## src/rtl/prism_sp_puzzle_hw_gem_dma_read.sv

```systemverilog
// TX DMA read stage: pops a cookie, bursts the frame out of memory over AXI4,
// streams it to the TX data path, then posts meta and forwards the cookie.
module prism_sp_puzzle_hw_gem_dma_read #(
  parameter int ADDR_WIDTH   = 32,
  parameter int DATA_WIDTH   = 64,
  parameter int MAX_BURST    = 16,
  parameter int LEN_WIDTH    = 14,
  parameter int COOKIE_WIDTH = 64
) (
  input  logic                    clock,
  input  logic                    resetn,
  input  logic                    enable,
  output logic                    i_cookie_rd_en,
  input  logic [COOKIE_WIDTH-1:0] i_cookie_rd_data,
  input  logic                    i_cookie_empty,
  output logic [ADDR_WIDTH-1:0]   axi_araddr,
  output logic [7:0]              axi_arlen,
  output logic [2:0]              axi_arsize,
  output logic [1:0]              axi_arburst,
  output logic                    axi_arvalid,
  input  logic                    axi_arready,
  input  logic [DATA_WIDTH-1:0]   axi_rdata,
  input  logic [1:0]              axi_rresp,
  input  logic                    axi_rlast,
  input  logic                    axi_rvalid,
  output logic                    axi_rready,
  output logic                    tx_data_valid,
  input  logic                    tx_data_ready,
  output logic [DATA_WIDTH-1:0]   tx_data,
  output logic [DATA_WIDTH/8-1:0] tx_data_strb,
  output logic                    tx_data_last,
  output logic                    tx_meta_wr_en,
  output logic [31:0]             tx_meta_wr_data,
  input  logic                    tx_meta_full,
  output logic                    o_cookie_wr_en,
  output logic [COOKIE_WIDTH-1:0] o_cookie_wr_data,
  input  logic                    o_cookie_full
);

  localparam int BPB = DATA_WIDTH / 8;
  localparam int SH  = $clog2(BPB);
  localparam int BW  = LEN_WIDTH + 1;

  typedef enum logic [2:0] {
    S_IDLE, S_POP, S_LOAD, S_AR, S_DATA, S_META, S_COOKIE
  } state_t;

  state_t                  state;
  logic [COOKIE_WIDTH-1:0] cookie;
  logic [ADDR_WIDTH-1:0]   addr;
  logic [BW-1:0]           rem;
  logic [BPB-1:0]          last_strb;
  logic                    err;

  logic [LEN_WIDTH-1:0] in_len;
  logic [SH-1:0]        in_mod;
  logic [BW-1:0]        in_beats;
  logic [BPB-1:0]       in_strb;
  logic [LEN_WIDTH-1:0] len;
  logic [12:0]          b4k;
  logic [BW-1:0]        n_beats;
  logic                 r_hs;
  logic                 final_beat;

  assign in_len   = i_cookie_rd_data[32+LEN_WIDTH-1:32];
  assign in_mod   = in_len[SH-1:0];
  assign in_beats = BW'(in_len >> SH) + BW'(|in_mod);
  assign in_strb  = (in_mod == '0) ? '1
                  : BPB'((32'd1 << in_mod) - 32'd1);
  assign len      = cookie[32+LEN_WIDTH-1:32];

  // bytes left before the next 4 KiB page; a burst may not cross it
  assign b4k = 13'h1000 - {1'b0, addr[11:0]};

  always_comb begin
    n_beats = rem;
    if (n_beats > BW'(MAX_BURST)) n_beats = BW'(MAX_BURST);
    if (n_beats > BW'(b4k >> SH)) n_beats = BW'(b4k >> SH);
  end

  assign final_beat = (rem == BW'(1));
  assign r_hs       = (state == S_DATA) && axi_rvalid && tx_data_ready;

  assign axi_arsize  = 3'(SH);
  assign axi_arburst = 2'b01;
  assign axi_rready  = (state == S_DATA) && tx_data_ready;

  assign tx_data_valid = (state == S_DATA) && axi_rvalid;
  assign tx_data       = axi_rdata;
  assign tx_data_strb  = final_beat ? last_strb : '1;
  assign tx_data_last  = (state == S_DATA) && final_beat;

  assign tx_meta_wr_en   = (state == S_META) && !tx_meta_full;
  assign tx_meta_wr_data = 32'(len) | (32'(err) << 16);

  assign o_cookie_wr_en   = (state == S_COOKIE) && !o_cookie_full;
  assign o_cookie_wr_data = cookie;

  always_ff @(posedge clock or negedge resetn) begin
    if (!resetn) begin
      state          <= S_IDLE;
      cookie         <= '0;
      addr           <= '0;
      rem            <= '0;
      last_strb      <= '0;
      err            <= 1'b0;
      i_cookie_rd_en <= 1'b0;
      axi_araddr     <= '0;
      axi_arlen      <= '0;
      axi_arvalid    <= 1'b0;
    end else begin
      unique case (state)
        S_IDLE: begin
          if (enable && !i_cookie_empty) begin
            i_cookie_rd_en <= 1'b1;
            state          <= S_POP;
          end
        end
        S_POP: begin
          i_cookie_rd_en <= 1'b0;
          state          <= S_LOAD;
        end
        S_LOAD: begin
          cookie    <= i_cookie_rd_data;
          addr      <= i_cookie_rd_data[ADDR_WIDTH-1:0]
                     & ~ADDR_WIDTH'(BPB - 1);
          rem       <= in_beats;
          last_strb <= in_strb;
          state     <= (in_len == '0) ? S_META : S_AR;
        end
        S_AR: begin
          if (!axi_arvalid) begin
            axi_arvalid <= 1'b1;
            axi_araddr  <= addr;
            axi_arlen   <= 8'(n_beats - BW'(1));
          end else if (axi_arready) begin
            axi_arvalid <= 1'b0;
            state       <= S_DATA;
          end
        end
        S_DATA: begin
          if (r_hs) begin
            rem <= rem - BW'(1);
            if (axi_rresp != 2'b00) err <= 1'b1;
            if (axi_rlast) begin
              addr  <= addr + ((ADDR_WIDTH'(axi_arlen)
                     + ADDR_WIDTH'(1)) << SH);
              state <= final_beat ? S_META : S_AR;
            end
          end
        end
        S_META: begin
          if (!tx_meta_full) state <= S_COOKIE;
        end
        S_COOKIE: begin
          if (!o_cookie_full) begin
            err   <= 1'b0;
            state <= S_IDLE;
          end
        end
        default: state <= S_IDLE;
      endcase
    end
  end

endmodule
```

## config.mk

```make
export PLATFORM = sky130hd
export DESIGN_NAME = prism_sp_puzzle_hw_gem_dma_read
export DESIGN_NICKNAME = d
export VERILOG_FILES = /design/src/rtl/prism_sp_puzzle_hw_gem_dma_read.sv
export SDC_FILE = /design/constraint.sdc
export NUM_CORES = 1
export LEC_CHECK = 0
export ABC_CLOCK_PERIOD_IN_PS = 8500
export CAP_MARGIN = 15
export CORE_UTILIZATION = 40
export DETAILED_ROUTE_END_ITERATION = 7
export GPL_TIMING_DRIVEN = 0
export PLACE_DENSITY = 0.74
export SETUP_SLACK_MARGIN = 0.2
export SLEW_MARGIN = 30
export SYNTH_ARGS = -nofsm -noshare
export SYNTH_HDL_FRONTEND = slang
export SYNTH_SLANG_ARGS = --single-unit
```

## constraint.sdc

```tcl
create_clock -name clock -period 8.5 [get_ports clock]
set_input_delay 2.125 -clock clock [delete_from_list [all_inputs] [get_ports clock]]
set_output_delay 2.125 -clock clock [all_outputs]
set_load 0.02 [all_outputs]
```

==> summary.md <==
| Metric | Value |
|---|---|
| Vias in the first global route | 8,497 |
| Pleak | 6.02 nW |
| Syn. warnings | 0 |
| CTS Buf Count | 17 |
| Die X-Extent | 155 µm |
| WP data arrival | 3.49 ns |
| Synth Cell Area | 9380 µm² |
| Maximum vdd drop | 0.180 mV |
| Syn_area_per_cell | 8.32 µm² |
| Port Buffers | 269 |
| Async SR Flop Fraction | 1.00 |
| Maximum clock rate | 178 MHz |
| Final wirelength | 28,700 µm |
| Routed wire per std cell | 16.2 µm |
| Num rows | 55 |
| Ordered cell list for the critical path | clkdlybuf4s50_1 -> and2_1 -> clkdlybuf4s50_1 |
| Slowest stage cell, crit path | clkdlybuf4s50_1 |
| Synth-to-Final Area Change | 40.9% |
| Commonest non-fill, non-tap cells in the layout | 349 x nand2_1, 268 x clkdlybuf4s50_1, 159 x dfrtp_1 |
| Initial antenna violation count | 0 |
| Max-Cap Viols | 0 |
| Die Ht | 155 µm |
| Remaining DRCs | 0 |
| Cell total after placement | 1,739 |
| Vias/cell | 5.04 |
| Critical-path maximum fanout | 5 |
| Die ar. | 24,100 µm² |
| Top Ports | 360 |
| Fillcell total | 2,111 |
| Setup Total Neg Slack | 0 ns |
| CP Class | input pin to output pin |
| Post CTS Setup Buffer Count | 0 |
| Clock Skew | 0.00974 ns |
| FF+latch count, synth | 159 |
| Worst path most repeated cell | clkdlybuf4s50_1 |
| Tmin final | 5.62 ns |
| Status | complete, no violations |
| EDFF count, synth | 0 |
| Design Area, Final | 13,200 µm² |
| Final hold violations | 0 |
| DP HPWL | 22,100 µm |
| Relative slew slack | 0.371 |
| DP Area | 12,600 µm² |
| GRT Total Usage | 0.241 |
| CP max stage delay | 0.60 ns |
| Crit path launch type | input pin |
| Pin count of the biggest net entering global routing | 60 |
| Starting DRT DRC Count | 529 |
| Sequential area share after synthesis | 0.424 |
| H-tree depth | 4 |
| GRT overflow | 0 |
| Hold/Removal Path Class | register to register |
| Syn Inst Count | 1,127 |
| Fin. max-slew vios | 0 |
| Setup Viol. Count Final | 0 |
| Final GP Congestion | 0.913 |
| Nets | 1,613 |
| Worst-Margin Slew | 0.943 ns |
| Post-layout power | 4.84 mW |
| Root Driver | clkbuf_16 |
| Count of different cell masters after synthesis | 68 |
| Detail Route Antenna Nets | 0 |
| Core ar. | 22,800 µm² |
| Max Buffers Root-to-Sink | 2 |
| Diodes inserted | 0 |
| Router iterations before antenna repair | 5 |
| Commonest non-fill, non-tap cell in the layout | nand2_1 |
| Power Density | 366 nW/µm² |
| Finished Layout Cells | 1,771 |
| Yosys top cell area share | 0.424 |
| Initial core utilization | 0.410 |
| # resized after CTS | 0 |
| Clock sink total | 159 |
| Worst-path clk slew | 0.07 ns |
| First-pass GRT wire length | 45,200 µm |
| Unrepaired setup endpoints after global routing | no |
| Post-synth top area cell | dfrtp_1 |
| Top FF cell, synth | dfrtp_1 |
| DR vias | 8,926 |
| Required time worst endpoint | 6.38 ns |
| Hold-fix buffers at CTS | 0 |
| Worst-skew pair later-pin latency | 0.43 ns |
| CTS tree | done |
| Share of post-route cells with drive strength above 1 | 0.126 |
| Crit end category | output pin |
| Fin crit share | 0.661 |
| Synth top area cells | dfrtp_1 42%, nand2_1 14%, buf_4 8.3% |
## cells by family (layout without fill, tap and decap cells)
group                    Yosys count  in the layout  share of synthesized area
XOR/XNOR                          36             36                     0.0336
buffers and inverters            171            474                      0.113
multiplexers                       9              9                     0.0100
flip-flops                       159            159                      0.424
AO/OA/AOI/OAI                    159            159                      0.110
adder cells (fa/ha/maj)           28             28                     0.0382
other                              2             30                   0.000801
AND/OR/NAND/NOR                  563            563                      0.270
## state kept, by name, indices dropped and copies added, names as in the netlist
signal            count
rem                  15
state                 3
axi_araddr           29
last_strb             8
err                   1
o_cookie_wr_data     64
addr                 29
axi_arvalid           1
axi_arlen             8
i_cookie_rd_en        1
## layer usage
metal	global-route usage	vias up	share of wire
li1	-	4303	-
met1	0.311	4233	0.42
met2	0.406	365	0.49
met3	0.0565	25	0.073
met4	0.0618	0	0.013
met5	0	-	0
## power by group
part	internal [mW]	switching, mW	total, mW
registers	1.11	0.324	1.43
clock network	0.438	0.326	0.764
logic	1.14	1.51	2.65
total	2.68	2.16	4.84
## through the flow
step           hold WS, ns  setup slack [ns]  utilization
6_report             0.467              2.88        0.578
5_1_grt              0.495              2.83        0.578
4_1_cts              0.471              2.89        0.578
3_5_place_dp         0.454              2.90        0.553
3_3_place_gp         0.444             -1.40        0.550
2_1_floorplan        0.431              3.77            -
## layout make-up
class | instances | area [µm²] | area share
multi-input cells | 825 | 4450 | 0.337
flip-flops and latches | 159 | 3980 | 0.301
repair buffers | 271 | 2750 | 0.208
plain buffers | 156 | 1000 | 0.0757
clock buffers | 22 | 484 | 0.0366
well taps | 313 | 392 | 0.0296
clock inverters | 10 | 101 | 0.00767
inverters | 15 | 56.3 | 0.00426
## cells in the mapped netlist, types with 12 or more instances
master,number
nor2_1,50
nand4_1,14
xnor2_1,19
clkbuf_1,31
buf_2,13
a31oi_1,14
xor2_1,17
nor3_1,15
nand3_1,38
a21oi_1,39
inv_1,15
or3_1,14
buf_4,104
or2_2,12
o21ai_0,32
dfrtp_1,159
nand2_1,349
ha_1,27
## critical path: cells and delay by family
family / cells / cell delay (ns)
AND/OR/NAND/NOR: 1 / 0.17
buffers and inverters: 2 / 1.20
## worst paths after layout
| check | from | endpoint | slack (ns) | cells past startpoint |
|---|---|---|---|---|
| setup / recovery | tx_data_ready | axi_rready | 2.88 | 3 |
| max in group asynchronous | resetn | state[0]$_DFFE_PN0P_ | 6.24 | 2 |
| min in group asynchronous | resetn | axi_araddr[16]$_DFFE_PN0P_ | 1.63 | 1 |
| hold reg to reg | last_strb[0]$_DFFE_PN0P_ | last_strb[0]$_DFFE_PN0P_ | 0.47 | 1 |
| hold / removal | last_strb[0]$_DFFE_PN0P_ | last_strb[0]$_DFFE_PN0P_ | 0.47 | 1 |
| setup reg to reg | rem[7]$_DFFE_PN0P_ | axi_arlen[6]$_DFFE_PN0P_ | 4.10 | 16 |
No activity file was read; power rests on OpenSTA's default activity.
